### config.mk
export PLATFORM = sky130hd
export DESIGN_NAME = systolic_operand_feeder
export DESIGN_NICKNAME = d
export VERILOG_FILES = /design/src/rtl/tpu_pkg.sv /design/src/rtl/skew_lane_select.sv /design/src/rtl/systolic_operand_feeder.sv
export SDC_FILE = /design/constraint.sdc
export NUM_CORES = 1
export LEC_CHECK = 0
export CORE_UTILIZATION = 35
export CTS_CLUSTER_DIAMETER = 40
export DETAILED_ROUTE_END_ITERATION = 8
export DONT_BUFFER_PORTS = 1
export HOLD_SLACK_MARGIN = 0.02
export MAX_ROUTING_LAYER = met4
export PLACE_DENSITY = 0.53
export SYNTH_ARGS = -nofsm -noshare
export SYNTH_HDL_FRONTEND = slang
export SYNTH_HIERARCHICAL = 1
export SYNTH_SLANG_ARGS = --single-unit
### constraint.sdc
create_clock -name clk -period 5.1 [get_ports clk]
set_input_delay 0.51 -clock clk [delete_from_list [all_inputs] [get_ports clk]]
set_output_delay 0.51 -clock clk [all_outputs]
set_load 0.1 [all_outputs]
### src/rtl/tpu_pkg.sv
// Shared types and sizing helpers for the TPU operand path.
package tpu_pkg;

    localparam int DEFAULT_OP_WIDTH = 8;
    localparam int DEFAULT_N        = 2;

    // Sizes for the default array; generic instances use the helpers below.
    localparam int FEED_CYCLES  = 2 * DEFAULT_N - 1;
    localparam int DRAIN_CYCLES = DEFAULT_N;

    typedef logic [DEFAULT_OP_WIDTH-1:0] op_t;

    typedef enum logic [1:0] {
        IDLE,
        FEED,
        DRAIN
    } feeder_state_t;

    // FEED must cover every skewed diagonal of an n x n array.
    function automatic int feed_cycles(input int n);
        return 2 * n - 1;
    endfunction

    // DRAIN lets the last operand pair ripple to MAC(n-1,n-1).
    function automatic int drain_cycles(input int n);
        return n;
    endfunction

endpackage

### src/rtl/skew_lane_select.sv
// Combinational pick of one skewed lane element from a packed NxN matrix.
// Row-major (COL_MAJOR=0): element M[LANE][t-LANE]  (A column lanes).
// Col-major (COL_MAJOR=1): element M[t-LANE][LANE]  (B row lanes).
// Outside the diagonal window the lane carries exact zero.
module skew_lane_select #(
    parameter int OP_WIDTH  = 8,
    parameter int N         = 2,
    parameter int CNT_W     = 2,
    parameter int LANE      = 0,
    parameter bit COL_MAJOR = 1'b0
) (
    input  logic [N*N*OP_WIDTH-1:0] matrix,
    input  logic [CNT_W-1:0]        t,
    output logic [OP_WIDTH-1:0]     element
);

    localparam int IDX_W = $clog2(N * N * OP_WIDTH);

    // Select the element on this lane's diagonal, or zero padding.
    always_comb begin
        int                k;
        logic [IDX_W-1:0]  base;
        // NOTE: every output of a combinational block gets a default first so no latch is inferred.
        element = '0;
        base    = '0;
        k       = int'(t) - LANE;
        if (k >= 0 && k < N) begin
            if (COL_MAJOR) base = IDX_W'((k * N + LANE) * OP_WIDTH);
            else           base = IDX_W'((LANE * N + k) * OP_WIDTH);
            element = matrix[base +: OP_WIDTH];
        end
    end

endmodule

### src/rtl/systolic_operand_feeder.sv
// Input-skew manager for the NxN MAC array: accepts one A/B matrix pair,
// streams them as time-skewed lanes, drains, then pulses done.
module systolic_operand_feeder
    import tpu_pkg::*;
#(
    parameter int OP_WIDTH = DEFAULT_OP_WIDTH,
    parameter int N        = DEFAULT_N
) (
    input  logic                    clk,
    input  logic                    reset,
    input  logic                    start_valid,
    output logic                    start_ready,
    input  logic [N*N*OP_WIDTH-1:0] a_matrix,
    input  logic [N*N*OP_WIDTH-1:0] b_matrix,
    output logic [N*OP_WIDTH-1:0]   new_a_column,
    output logic [N*OP_WIDTH-1:0]   new_b_row,
    output logic                    feed_active,
    output logic                    acc_clear,
    output logic                    busy,
    output logic                    done
);

    localparam int CNT_W      = $clog2(2 * N);
    localparam int FEED_LAST  = feed_cycles(N) - 1;
    localparam int DRAIN_LAST = drain_cycles(N) - 1;

    feeder_state_t           state_q, state_d;
    logic [CNT_W-1:0]        cnt_q, cnt_d, t_sel;
    logic [N*N*OP_WIDTH-1:0] a_cap, b_cap, a_src, b_src;
    wire  [N*OP_WIDTH-1:0]   a_next, b_next;
    logic                    accept, lanes_load;
    logic                    feed_d, clr_d, busy_d, done_d;

    assign start_ready = (state_q == IDLE);
    assign accept      = start_valid && start_ready;

    // On the accept edge the captured copy is not loaded yet, so the t=0
    // lanes come straight from the inputs; afterwards look one cycle ahead.
    assign a_src = accept ? a_matrix : a_cap;
    assign b_src = accept ? b_matrix : b_cap;
    assign t_sel = accept ? '0 : cnt_q + CNT_W'(1);

    for (genvar g = 0; g < N; g++) begin : g_lane
        skew_lane_select #(
            .OP_WIDTH (OP_WIDTH),
            .N        (N),
            .CNT_W    (CNT_W),
            .LANE     (g),
            .COL_MAJOR(1'b0)
        ) u_a_sel (
            .matrix (a_src),
            .t      (t_sel),
            .element(a_next[g*OP_WIDTH +: OP_WIDTH])
        );

        skew_lane_select #(
            .OP_WIDTH (OP_WIDTH),
            .N        (N),
            .CNT_W    (CNT_W),
            .LANE     (g),
            .COL_MAJOR(1'b1)
        ) u_b_sel (
            .matrix (b_src),
            .t      (t_sel),
            .element(b_next[g*OP_WIDTH +: OP_WIDTH])
        );
    end

    // Next state, counter and next registered output values.
    always_comb begin
        state_d    = state_q;
        cnt_d      = cnt_q;
        feed_d     = 1'b0;
        clr_d      = 1'b0;
        busy_d     = 1'b0;
        done_d     = 1'b0;
        lanes_load = 1'b0;
        unique case (state_q)
            IDLE: begin
                if (accept) begin
                    state_d    = FEED;
                    cnt_d      = '0;
                    feed_d     = 1'b1;
                    clr_d      = 1'b1;
                    busy_d     = 1'b1;
                    lanes_load = 1'b1;
                end
            end
            FEED: begin
                busy_d = 1'b1;
                if (cnt_q == CNT_W'(FEED_LAST)) begin
                    state_d = DRAIN;
                    cnt_d   = '0;
                end else begin
                    cnt_d      = cnt_q + CNT_W'(1);
                    feed_d     = 1'b1;
                    lanes_load = 1'b1;
                end
            end
            DRAIN: begin
                if (cnt_q == CNT_W'(DRAIN_LAST)) begin
                    state_d = IDLE;
                    cnt_d   = '0;
                    done_d  = 1'b1;
                end else begin
                    cnt_d  = cnt_q + CNT_W'(1);
                    busy_d = 1'b1;
                end
            end
            default: begin
                state_d = IDLE;
                cnt_d   = '0;
            end
        endcase
    end

    // State, counter and registered outputs.
    always_ff @(posedge clk or negedge reset) begin
        if (!reset) begin
            state_q      <= IDLE;
            cnt_q        <= '0;
            feed_active  <= 1'b0;
            acc_clear    <= 1'b0;
            busy         <= 1'b0;
            done         <= 1'b0;
            new_a_column <= '0;
            new_b_row    <= '0;
        end else begin
            // NOTE: sequential state uses non-blocking assignments so every register samples pre-edge values.
            state_q      <= state_d;
            cnt_q        <= cnt_d;
            feed_active  <= feed_d;
            acc_clear    <= clr_d;
            busy         <= busy_d;
            done         <= done_d;
            new_a_column <= lanes_load ? a_next : '0;
            new_b_row    <= lanes_load ? b_next : '0;
        end
    end

    // Hold a private copy of the job's matrices so the inputs may change after accept.
    always_ff @(posedge clk or negedge reset) begin
        if (!reset) begin
            // NOTE: these data registers are reset on purpose so a fresh part never replays stale operands.
            a_cap <= '0;
            b_cap <= '0;
        end else if (accept) begin
            a_cap <= a_matrix;
            b_cap <= b_matrix;
        end
    end

endmodule
[After elaboration in Yosys (flattened, before gate mapping)]
Index checks and enable logic that the tools add are counted.
Storage, ports and cells
  flip-flop bits (word level): 104
  input bits: 67
  output and inout bits: 37
Cells by class
  add/sub/neg operators: 4
  magnitude comparators: 4
  eq/ne operators: 7
  shifts and indexed selects: 4
  muxes and demuxes: 29
  reductions and logical operators: 5
Operators by type and width (count)
  $shiftx 32x6->8: 4
  $mux 32: 2
  $mux 16: 2
  $mux 8: 4
  $mux 5: 4
  $mux 2: 7
  $pmux 2 s3: 2
  $mux 1: 6
  $eq 2x1->1 const B: 2
  $eq 2x2->1 const B: 2
  $ne 2x2->1 const B: 2
  $ge 3x1->1 const B: 1
  $logic_and 1x1->1: 3
  $lt 3x3->1 const B: 1
  $pmux 1 s3: 1
  $reduce_and 3->1: 1
  $sub 2x1->3 const B: 1
  $add 2x1->2 const B: 1
  $add 2x2->2 const A: 1
  $add 2x2->2 const B: 1
  $ge 2x1->1 const B: 1
  $logic_not 2->1: 1
  $lt 2x2->1 const B: 1
  $ne 2x1->1 const B: 1
  $pmux 1 s2: 1

[Depth between registers and ports, before layout]
Gate-level depths: netlist of the first run.
  depth in word-level cells: 10
  gate-level depth with buffers: 11
  gate-level depth less buffers: 8

[Cells and area by module]
Netlist of the first run, hierarchy kept.
Modules (own cells, without submodules)
  systolic_operand_feeder: times used 1, cells each 243, area an instance 3958.8 sq um
  skew_lane_select at g_lane[0].u_a_sel ...: times used 2, cells each 18, area an instance 125.1 sq um
  skew_lane_select at g_lane[1].u_a_sel ...: times used 2, cells each 12, area an instance 98.8 sq um

[Least setup slack after synthesis of the first run]
Ideal clock, no wire load.
  kind: register to register
  from: reg state_q[0]
  to: reg new_b_row[10]
  setup time: 0.119 ns
  arrival: 2.649 ns
  required time: 4.981 ns
  path slack: 2.331 ns
  cell stages (with the launch flop): 11
  cell sequence: dfrtp_1 -> inv_1 -> ha_1 -> nand2_2 -> buf_6 -> buf_6 -> and2_1 -> nor2b_1 -> buf_6 -> a22o_1 -> and2_1
RTL lines
  from (decl): RTL line systolic_operand_feeder.sv:27  | feeder_state_t state_q, state_d;
  from (signal assigned): RTL line systolic_operand_feeder.sv:130  | state_q <= state_d;
  $logic_not 2->1 (*): RTL line systolic_operand_feeder.sv:34  | assign start_ready = (state_q == IDLE);
  via start_ready: RTL line systolic_operand_feeder.sv:12  | output logic start_ready,
  $logic_and 1x1->1 (*): RTL line systolic_operand_feeder.sv:35  | assign accept = start_valid && start_ready;
  $mux 2 (*): RTL line systolic_operand_feeder.sv:41  | assign t_sel = accept ? '0 : cnt_q + CNT_W'(1);
  via t_sel[1]: RTL line systolic_operand_feeder.sv:28  | logic [CNT_W-1:0] cnt_q, cnt_d, t_sel;
  $sub 2x1->3 (*): RTL line skew_lane_select.sv:26  | k = int'(t) - LANE;
  $ge 3x1->1 or $lt 3x3->1 (tied branches): RTL line skew_lane_select.sv:27  | if (k >= 0 && k < N) begin
  $logic_and 1x1->1 (*): RTL line skew_lane_select.sv:27
  $mux 8 (*): RTL line skew_lane_select.sv:27
  via b_next[10]: RTL line systolic_operand_feeder.sv:30  | wire [N*OP_WIDTH-1:0] a_next, b_next;
  $mux 16 (*): RTL line systolic_operand_feeder.sv:137  | new_b_row <= lanes_load ? b_next : '0;
  to (signal assigned): RTL line systolic_operand_feeder.sv:137
  to (decl): RTL line systolic_operand_feeder.sv:16  | output logic [N*OP_WIDTH-1:0] new_b_row,
The timed path passes the listed nets; every way through them passes the cells marked *. The select of a mux whose other input is x is not followed.
A chain may end at the register's enable or synchronous reset.

[Final worst setup path of the first run]
  from: reg state_q[1]
  to: reg new_b_row[8]
RTL lines (RTL line)
  $logic_not 2->1 (*): systolic_operand_feeder.sv:34
  $logic_and 1x1->1 (*): systolic_operand_feeder.sv:35
  $mux 2 (*): systolic_operand_feeder.sv:41
  via t_sel[1]: systolic_operand_feeder.sv:28
  $sub 2x1->3 (*): skew_lane_select.sv:26
  $ge 3x1->1 or $lt 3x3->1 (tied branches): skew_lane_select.sv:27
  $logic_and 1x1->1 (*): skew_lane_select.sv:27
  $mux 8 (*): skew_lane_select.sv:27
  via b_next[8]: systolic_operand_feeder.sv:30
  $mux 16 (*): systolic_operand_feeder.sv:137
Marks and branches as above.

==> flow_metrics.tcl, run 1 <==
set metrics [dict create \
    critPathCaptureType "flop" \
    io_pins 104 \
    wl_per_cell_um 17.3 \
    final_max_slew_viol_count 0 \
    synth_seq_cells 104 \
    drc_errors 0 \
    rsz0062_at_grt "no" \
    cts_root_buffer "clkbuf_16" \
    period_share_pct 60.6 \
    dp.cells 457 \
    hpwl_um 5330 \
    die_h_um 114 \
    synth_compound_area_share_pct 4.63 \
    finalHoldViolCount 0 \
    skew_ps 6.25 \
    ant_nets 0 \
    fin_setup_tns_ps 0 \
    coreArea_um2 12200 \
    grtUsageTotal_pct 13.8 \
    period_minus_slack_ps 3090 \
    synth_fa_ha_area_share_pct 2.84 \
    antenna_cells 0 \
    initialDrtViolationCount 114 \
    gp_congestion 0.749 \
    startpoint_type "flop" \
    hold_ws_ps 63.9 \
    reg2reg_from "state_q[1]" \
    clkSlewWorstSetupHoldPaths_ps 70 \
    min_path_type "in2async" \
    cts_tree "done" \
    start_util_pct 36.2 \
    insertion_delay_ps 340 \
    r2r_setup_slack_ps 2010 \
    synth-xor-area-share_pct 0 \
    busiest_layer "met2" \
    routed-via-count 2241 \
    cp.required_ps 5380 \
    rows 40 \
    ys_top_cells_by_area "dfrtp_1, mux2_2, mux2_4" \
    synth_top_family_by_area "multiplexers" \
    grt_use_met2_pct 20.0 \
    relSlewSlack_pct 38.6 \
    routed_wl_um 8180 \
    cts_resized 0 \
    synth_fp_nets 380 \
    cts.sinks 104 \
    ys_warn_count 6 \
    dpl-instance-area_um2 4520 \
    yosysTopAreaCell "dfrtp_1" \
    port_buffers 0 \
    use_met3_pct 5.29 \
    avgViaCountPerCell 4.74 \
    synthesis.area_um2 4410 \
    grt_util_met1_pct 17.1 \
    reg2reg_depth 7 \
    tightestPinTransition_ps 922 \
    nNetsFinal 378 \
    fin_cells 473 \
    die_x_um 114 \
    cts_buffers 9 \
    syn_to_final_growth_pct 9.94 \
    antenna_found_initial 0 \
    yosysSeqAreaShare_pct 59.1 \
    setup_viol 0 \
    grt_overflow 0 \
    synth_area_per_cell_um2 14.5 \
    max_freq_ghz 0.323 \
    grt_pass1_wl_um 13000 \
    synth_mux_area_share_pct 22.5 \
    cp_max_fo 38 \
    synth_top_area_share_pct 59.1 \
    critPathKind "reg2reg" \
    htreeDepth 3 \
    cts_max_path_buffers 2 \
    dieArea_um2 13000 \
    crit_arrival_ps 3380 \
    synthesis.instances 303 \
    drive_gt1_share_pct 28.9 \
    synthDistinctLibCells 24 \
    first_pass_iters 4 \
    synthSimpleGateAreaFrac_pct 7.35 \
    status "completed" \
    grt_max_degree 105 \
    grt_pass1_vias 2400 \
    fin_area_um2 4840 \
    maxCapViolations 0 \
    reg2reg_to "new_b_row[8]" \
]
-- Yosys cell counts, drive strengths merged --
cell and number:
a22o 16, clkbuf 2, ha 10, a2bb2oi 1
a31oi 3, nor2 17, buf 16, o22ai 2
nand2 2, o211ai 1, dfrtp 104, nand2b 2
nor2b 4, mux2 65, mux2i 16, a22oi 1
and2 34, o21ai 1, inv 6
-- cell families (layout without fill, tap and decap cells) --
| group | after synthesis | in the layout |
|---|---|---|
| compound gates | 25 | 25 |
| simple gates | 59 | 59 |
| mux | 81 | 81 |
| fa+ha+maj | 10 | 10 |
| flops | 104 | 104 |
| buf+inv | 24 | 26 |
-- layout make-up --
type,instances,area [um2]
inverter,6,22.5
clock buffer,11,243
clock inverter,4,55.1
fill,1154,7320
tap,168,210
sequential,104,2600
multi-input combinational,175,1650
timing repair buffer,5,57.6
-- timing repair --
| item | CTS | global route |
|---|---|---|
| buffers inserted | 0 | 0 |
| hold endpoints to repair | 104 | 0 |
| hold buffers | 1 | 0 |
| setup endpoints to repair | 0 | 0 |
-- layer usage --
metal | vias up | share of wire, %
met1 | 1113 | 46
met3 | 14 | 7.8
met5 | - | 0
met4 | 0 | 1.7
li1 | 1027 | -
met2 | 87 | 44
-- sequential cells by signal, summed over array words and instances, names as in the netlist --
signal / count
a_cap: 32
b_cap: 32
new_a_column: 16
new_b_row: 16
cnt_q: 2
state_q: 2
acc_clear: 1
busy: 1
done: 1
feed_active: 1
-- placed cells by master (no fill, tap or decap), types with 2 or more instances in the layout --
| cell type | Yosys | final |
|---|---|---|
| o22ai_1 | 2 | 2 |
| mux2i_1 | 16 | 16 |
| clkbuf_16 | 0 | 9 |
| and2_1 | 34 | 34 |
| a31oi_1 | 3 | 3 |
| nor2_1 | 17 | 16 |
| mux2_4 | 27 | 27 |
| a22o_1 | 16 | 16 |
| clkinv_4 | 0 | 2 |
| dfrtp_1 | 104 | 104 |
| nor2b_1 | 4 | 4 |
| mux2_2 | 38 | 38 |
| inv_1 | 5 | 5 |
| buf_4 | 0 | 4 |
| ha_1 | 10 | 10 |
| nand2b_1 | 2 | 2 |
-- metrics by stage --
stage               utilization, %  worst slack [ps]
finish                        39.8              2010
global route                  39.8              1770
CTS                           39.8              1890
detailed placement            37.2              1900
global placement              37.2              2020
floorplan                        -              2330
-- worst max-delay path: stages, from the launching register on --
cell and delay (ps):
dfrtp_1 410, inv_1 100, ha_1 230, nand2_4 490, and2_1 770, nor2b_1 650
a22o_1 230, and2_1 120
-- worst max path at each step --
| stage | endpoint | from | slack [ps] |
|---|---|---|---|
| after floorplan | new_b_row[10] | state_q[0] | 2330 |
| after global placement | new_b_row[12] | state_q[0] | 2020 |
| after detailed placement | new_b_row[8] | state_q[1] | 1900 |
| after CTS | new_b_row[8] | state_q[1] | 1890 |
| after global routing | new_b_row[12] | state_q[0] | 1770 |
| final | new_b_row[8] | state_q[1] | 2010 |
Power of run 1 is not shown: default switching activity piles up to over one toggle a cycle in this logic, so the estimate is an artifact.
==> run 2: changes to the inputs <==
--- a/config.mk
+++ b/config.mk
@@ -5,13 +5,14 @@
 export SDC_FILE = /design/constraint.sdc
 export NUM_CORES = 1
 export LEC_CHECK = 0
+export ABC_AREA = 1
 export CORE_UTILIZATION = 35
 export CTS_CLUSTER_DIAMETER = 40
 export DETAILED_ROUTE_END_ITERATION = 8
 export DONT_BUFFER_PORTS = 1
 export HOLD_SLACK_MARGIN = 0.02
 export MAX_ROUTING_LAYER = met4
-export PLACE_DENSITY = 0.53
+export PLACE_DENSITY = 0.55
 export SYNTH_ARGS = -nofsm -noshare
 export SYNTH_HDL_FRONTEND = slang
 export SYNTH_HIERARCHICAL = 1
==> constraint.sdc (replaced) <==
create_clock -name clk -period 2.6 [get_ports clk]
set_input_delay 0.26 -clock clk [delete_from_list [all_inputs] [get_ports clk]]
set_output_delay 0.26 -clock clk [all_outputs]
set_load 0.1 [all_outputs]
==> run 2 against run 1 <==
  * The flow now finishes with violations (negative hold slack)
  * Sequential share of layout area shrank 2.2 points
  * Routed wire length grew 26%
  * Critical path depth grew 6
  * Synthesized cell count grew 88%
  * Critical path type unchanged
==> flow_metrics.tcl, run 2 <==
set metrics [dict create \
    status "complete, but fails checks" \
    failed_checks "negative hold slack" \
    antenna_found_initial 0 \
    layout_commonest_cell "nand2_1" \
    gp_congestion 0.858 \
    period_share_pct 81.3 \
    yosysSeqAreaShare_pct 56.3 \
    cts.sinks 104 \
    drive_gt1_share_pct 6.99 \
    synth_common_cells "nand2_1, dfrtp_1, nor2_1, inv_1, nand3_1" \
    critPathCaptureType "flop" \
    start_util_pct 36.2 \
    final_cell_mix "nand2_1, dfrtp_1, nor2_1" \
    cp.required_ps 2870 \
    grt_pass1_vias 3330 \
    period_minus_slack_ps 2110 \
    synth-main-ff-cell "dfrtp_1" \
    crit_cells 13 \
    synthArstFlopShare_pct 100 \
    slowest_delay_ps 410 \
    synth_seq_cells 104 \
    port_buffers 0 \
    ys_top_cells_by_area "dfrtp_1, nand2_1, nor2_1" \
    grt_pass1_wl_um 16400 \
    routed-via-count 3307 \
    skew_ps 5.46 \
    wl_per_cell_um 13.8 \
    fin_setup_tns_ps 0 \
    grt_overflow 0 \
    synth_top_area_share_pct 56.3 \
    ys_warn_count 6 \
    synth_fp_nets 647 \
    die_x_um 117 \
    cts_root_buffer "clkbuf_16" \
    setup_viol 0 \
    finalHoldViolCount 104 \
    yosysTopAreaCell "dfrtp_1" \
    cts_resized 0 \
    insertion_delay_ps 350 \
    slowest_stage "dfrtp_1" \
    final_max_slew_viol_count 0 \
    io_pins 104 \
    hpwl_um 6960 \
    synth_area_per_cell_um2 8.11 \
    syn_to_final_growth_pct 9.25 \
    die_h_um 117 \
    first_pass_iters 6 \
    reg2reg_depth 13 \
    relSlewSlack_pct 37.5 \
    critPathKind "reg2reg" \
    grtUsageTotal_pct 16.6 \
    coreArea_um2 12800 \
    synth-edff-count 0 \
    min_path_type "in2async" \
    maxCapViolations 0 \
    hold_ws_ps -399 \
    post-cts-setup-buffers 0 \
    nNetsFinal 644 \
    max_freq_ghz 0.473 \
    startpoint_type "flop" \
    dieArea_um2 13700 \
    crit_chain "inv_1 > ha_1 > nand2_2 > inv_2 > buf_4 > nand2_1 > nand2_1 > inv_1 > nand2_1 > nand2_1 > nor2_1 > inv_1 > nor2_1" \
    htreeDepth 3 \
    top_regs "a_cap: 32 flops, b_cap: 32 flops" \
    ant_nets 0 \
    synthesis.area_um2 4620 \
    cts_buffers 9 \
    cts_tree "done" \
    cts_max_path_buffers 2 \
    yosysMostFrequentCell "nand2_1" \
    initialDrtViolationCount 186 \
    rsz0062_at_grt "no" \
    path_buf_inv 5 \
    grt_max_degree 105 \
    avgViaCountPerCell 4.44 \
    synthDistinctLibCells 15 \
    synthesis.instances 570 \
    clkSlewWorstSetupHoldPaths_ps 70 \
    routed_wl_um 10300 \
    critPathMostFrequentCell "nand2_1" \
    rows 41 \
    crit_family "buffers and inverters" \
    cp_max_fo 23 \
    drc_errors 0 \
    crit_arrival_ps 2390 \
    antenna_cells 0 \
    tightestPinTransition_ps 938 \
]
[run 2: cell count changes after synthesis, moves of 19 or more]
cell | previous run | this run
mux2_2 | 38 | 0
nand3_1 | 0 | 19
inv_1 | 5 | 61
nor2_1 | 17 | 65
and2_1 | 34 | 0
nand2_1 | 1 | 261
mux2_4 | 27 | 0
[run 2: metrics by stage]
step	setup slack, ps	utilization (%)	std cells	area [um2]	hold slack (ps)
2_1_floorplan	51.6	-	570	4620	-35.6
3_3_place_gp	543	36.9	728	4720	-30.4
3_5_place_dp	485	36.9	728	4720	-32.3
4_1_cts	453	39.6	744	5050	-419
5_1_grt	222	39.6	744	5050	-416
6_report	486	39.6	744	5050	-399
[run 2: worst reg2reg max path: stages, from the launching register on]
cell     delay (ps)
dfrtp_1         410
inv_1           120
ha_1            200
nand2_2          90
inv_2           280
buf_4           330
nand2_1          90
nand2_1          90
inv_1            40
nand2_1          50
nand2_1          40
nor2_1          100
inv_1            50
nor2_1          120
[run 2: logic make-up after synthesis]
logic type                 after synthesis  share of synthesized area [%]
AOI/OAI and AO/OA                       10                           1.08
adders and majority gates               10                           2.71
buffers and inverters                   90                           9.93
DFF                                    104                           56.3
and+or+nand+nor                        356                           30.0
[run 2: area by class of cell]
class / count / area (um2)
Fill cell: 1333 / 7720
Tap cell: 172 / 215
Clock inverter: 4 / 76.3
Clock buffer: 12 / 256
Multi-Input combinational cell: 376 / 1570
Timing Repair Buffer: 9 / 80.1
Sequential cell: 104 / 2600
Inverter: 67 / 251
[run 2: worst paths after layout]
path                        startpoint              end  slack (ps)
max                         state_q[0]  new_a_column[3]         490
min                              reset        b_cap[12]        -400
max reg2reg                 state_q[0]  new_a_column[3]         490
min reg2reg                  a_cap[10]        a_cap[10]         480
max in group asynchronous        reset       state_q[0]        2860
min in group clk           b_matrix[6]         b_cap[6]          40
[run 2: per-layer routing]
layer | part of all wire (%) | global-route usage (%) | up-vias
met5 | 0 | - | -
met4 | 2.0 | 7.59 | 0
met3 | 5.2 | 4.07 | 14
met2 | 46 | 25.5 | 81
met1 | 47 | 20.8 | 1541
li1 | - | - | 1671
Power of run 2 is left out for the same reason.
==> run 3: changes to the inputs <==
--- a/config.mk
+++ b/config.mk
@@ -5,14 +5,14 @@
 export SDC_FILE = /design/constraint.sdc
 export NUM_CORES = 1
 export LEC_CHECK = 0
-export ABC_AREA = 1
+export ABC_AREA = 0
 export CORE_UTILIZATION = 35
 export CTS_CLUSTER_DIAMETER = 40
 export DETAILED_ROUTE_END_ITERATION = 8
 export DONT_BUFFER_PORTS = 1
 export HOLD_SLACK_MARGIN = 0.02
 export MAX_ROUTING_LAYER = met4
-export PLACE_DENSITY = 0.55
+export PLACE_DENSITY = 0.53
 export SYNTH_ARGS = -nofsm -noshare
 export SYNTH_HDL_FRONTEND = slang
 export SYNTH_HIERARCHICAL = 1
==> constraint.sdc (replaced) <==
create_clock -name clk -period 2.1 [get_ports clk]
set_input_delay 0.21 -clock clk [delete_from_list [all_inputs] [get_ports clk]]
set_output_delay 0.21 -clock clk [all_outputs]
set_load 0.1 [all_outputs]
==> run 3 against run 2 <==
  * The run still ends with negative hold slack left
  * Via count shrank 24%
  * Fmax increased by 11%
  * Register-to-register slack worse by 290 ps
  * Non-clock buffer count increased by 67
  * Largest cell class unchanged
==> flow_metrics.tcl, run 3 (synthesized netlist as in run 1, its figures left out) <==
set metrics [dict create \
    cp.required_ps 2330 \
    startpoint_type "flop" \
    p_leak_uw 0.00262 \
    layout_commonest_cell "dfrtp_1" \
    period_share_pct 90.6 \
    dieArea_um2 13000 \
    grt_pass1_wl_um 14000 \
    path_buf_inv 2 \
    cts_root_buffer "clkbuf_16" \
    worstSetupStartpoint "state_q[1]" \
    critPathKind "reg2reg" \
    gp_congestion 0.718 \
    p_per_area_nw_per_um2 1860 \
    critPathCaptureType "flop" \
    relSlewSlack_pct 71.9 \
    clkSlewWorstSetupHoldPaths_ps 70 \
    crit_chain "inv_2 > ha_4 > nand2_4 > buf_12 > mux2_2 > a22o_1 > and2_1" \
    rows 40 \
    maxCapViolations 0 \
    initialDrtViolationCount 118 \
    regArea_um2 2600 \
    avgViaCountPerCell 4.62 \
    first_pass_iters 4 \
    max_freq_ghz 0.526 \
    period_minus_slack_ps 1900 \
    fillCellCount 1145 \
    drc_errors 0 \
    crit_arrival_ps 2130 \
    port_buffers 0 \
    wl_per_cell_um 16.2 \
    grt_overflow 0 \
    slowest_stage "dfrtp_1" \
    final_max_slew_viol_count 0 \
    crit_family "flip-flops" \
    io_pins 104 \
    top_regs "a_cap: 32 flops, b_cap: 32 flops" \
    hold_buffers 30 \
    fin_setup_tns_ps 0 \
    reg2reg_depth 7 \
    slowest_delay_ps 400 \
    multiInputGateArea_um2 1680 \
    failed_checks "negative hold slack" \
    antenna_found_initial 0 \
    final_cell_mix "dfrtp_1, buf_4, mux2_2" \
    status "complete, but fails checks" \
    crit_cells 7 \
    finalHoldViolCount 104 \
    grtUsageTotal_pct 14.9 \
    routed-via-count 2514 \
    irDropWorstVdd_mv 0.775 \
    min_path_type "in2async" \
    hold_ws_ps -445 \
    grt_max_degree 105 \
    die_h_um 114 \
    post-cts-setup-buffers 0 \
    syn_to_final_growth_pct 23.4 \
    cts_tree "done" \
    skew_ps 4.69 \
    antenna_cells 0 \
    reg2reg_from "state_q[1]" \
    drive_gt1_share_pct 35.4 \
    power_uw 10100 \
    cp_max_fo 43 \
    coreArea_um2 12200 \
    ant_nets 0 \
    tightestPinTransition_ps 420 \
    htreeDepth 3 \
    cts_buffers 9 \
    hpwl_um 5620 \
    cts.sinks 104 \
    setup_viol 0 \
    die_x_um 114 \
    start_util_pct 36.2 \
    routed_wl_um 8810 \
    insertion_delay_ps 340 \
    grt_pass1_vias 2615 \
    nNetsFinal 449 \
    cts_max_path_buffers 2 \
    rsz0062_at_grt "no" \
]
-- run 3: power by group --
| group | switching [uW] | leakage [uW] | internal [uW] |
|---|---|---|---|
| Clock | 680 | 0.000121 | 798 |
| Combinational | 3370 | 0.00122 | 2080 |
| Sequential | 253 | 0.00127 | 2920 |
-- run 3: area by class of cell --
class | instances | share of cell area [%]
Clock buffer | 14 | 4.49
Clock inverter | 1 | 0.0920
Inverter | 6 | 0.414
Multi-Input combinational cell | 175 | 31.0
Sequential cell | 104 | 47.8
Tap cell | 168 | 3.86
Timing Repair Buffer | 76 | 12.3
-- run 3: metrics by stage --
| step | cells | instance area [um2] | utilization, % | setup WS, ps |
|---|---|---|---|---|
| finish | 544 | 5440 | 44.7 | 198 |
| global route | 544 | 5440 | 44.7 | 65.6 |
| CTS | 544 | 5430 | 44.6 | 70.2 |
| detailed placement | 499 | 4880 | 40.1 | 88.1 |
| global placement | 499 | 4880 | 40.1 | 168 |
| floorplan | 303 | 4430 | - | 0.361 |
-- run 3: per-layer routing --
layer / vias to the layer above / global-route usage, % / share of wire [%]
li1: 1168 / - / -
met1: 1259 / 19.7 / 48
met2: 72 / 21.7 / 46
met3: 15 / 3.28 / 4.1
met4: 0 / 6.75 / 1.9
met5: - / - / 0
-- run 3: timing repair --
item / in CTS / in global routing
resized for setup: 0 / 4
hold endpoints to repair: 134 / 104
setup endpoints to repair: 0 / 16
-- run 3: path summary, 6_finish.rpt --
kind,endpoint,slack [ps]
worst max register to register,new_b_row[8],200
min in group clk,b_cap[25],30
max in group asynchronous,a_cap[25],2420
worst min register to register,a_cap[20],490
worst max-delay path,new_b_row[8],200
worst min-delay path,b_cap[27],-440
(Power assumes the default switching activity.)
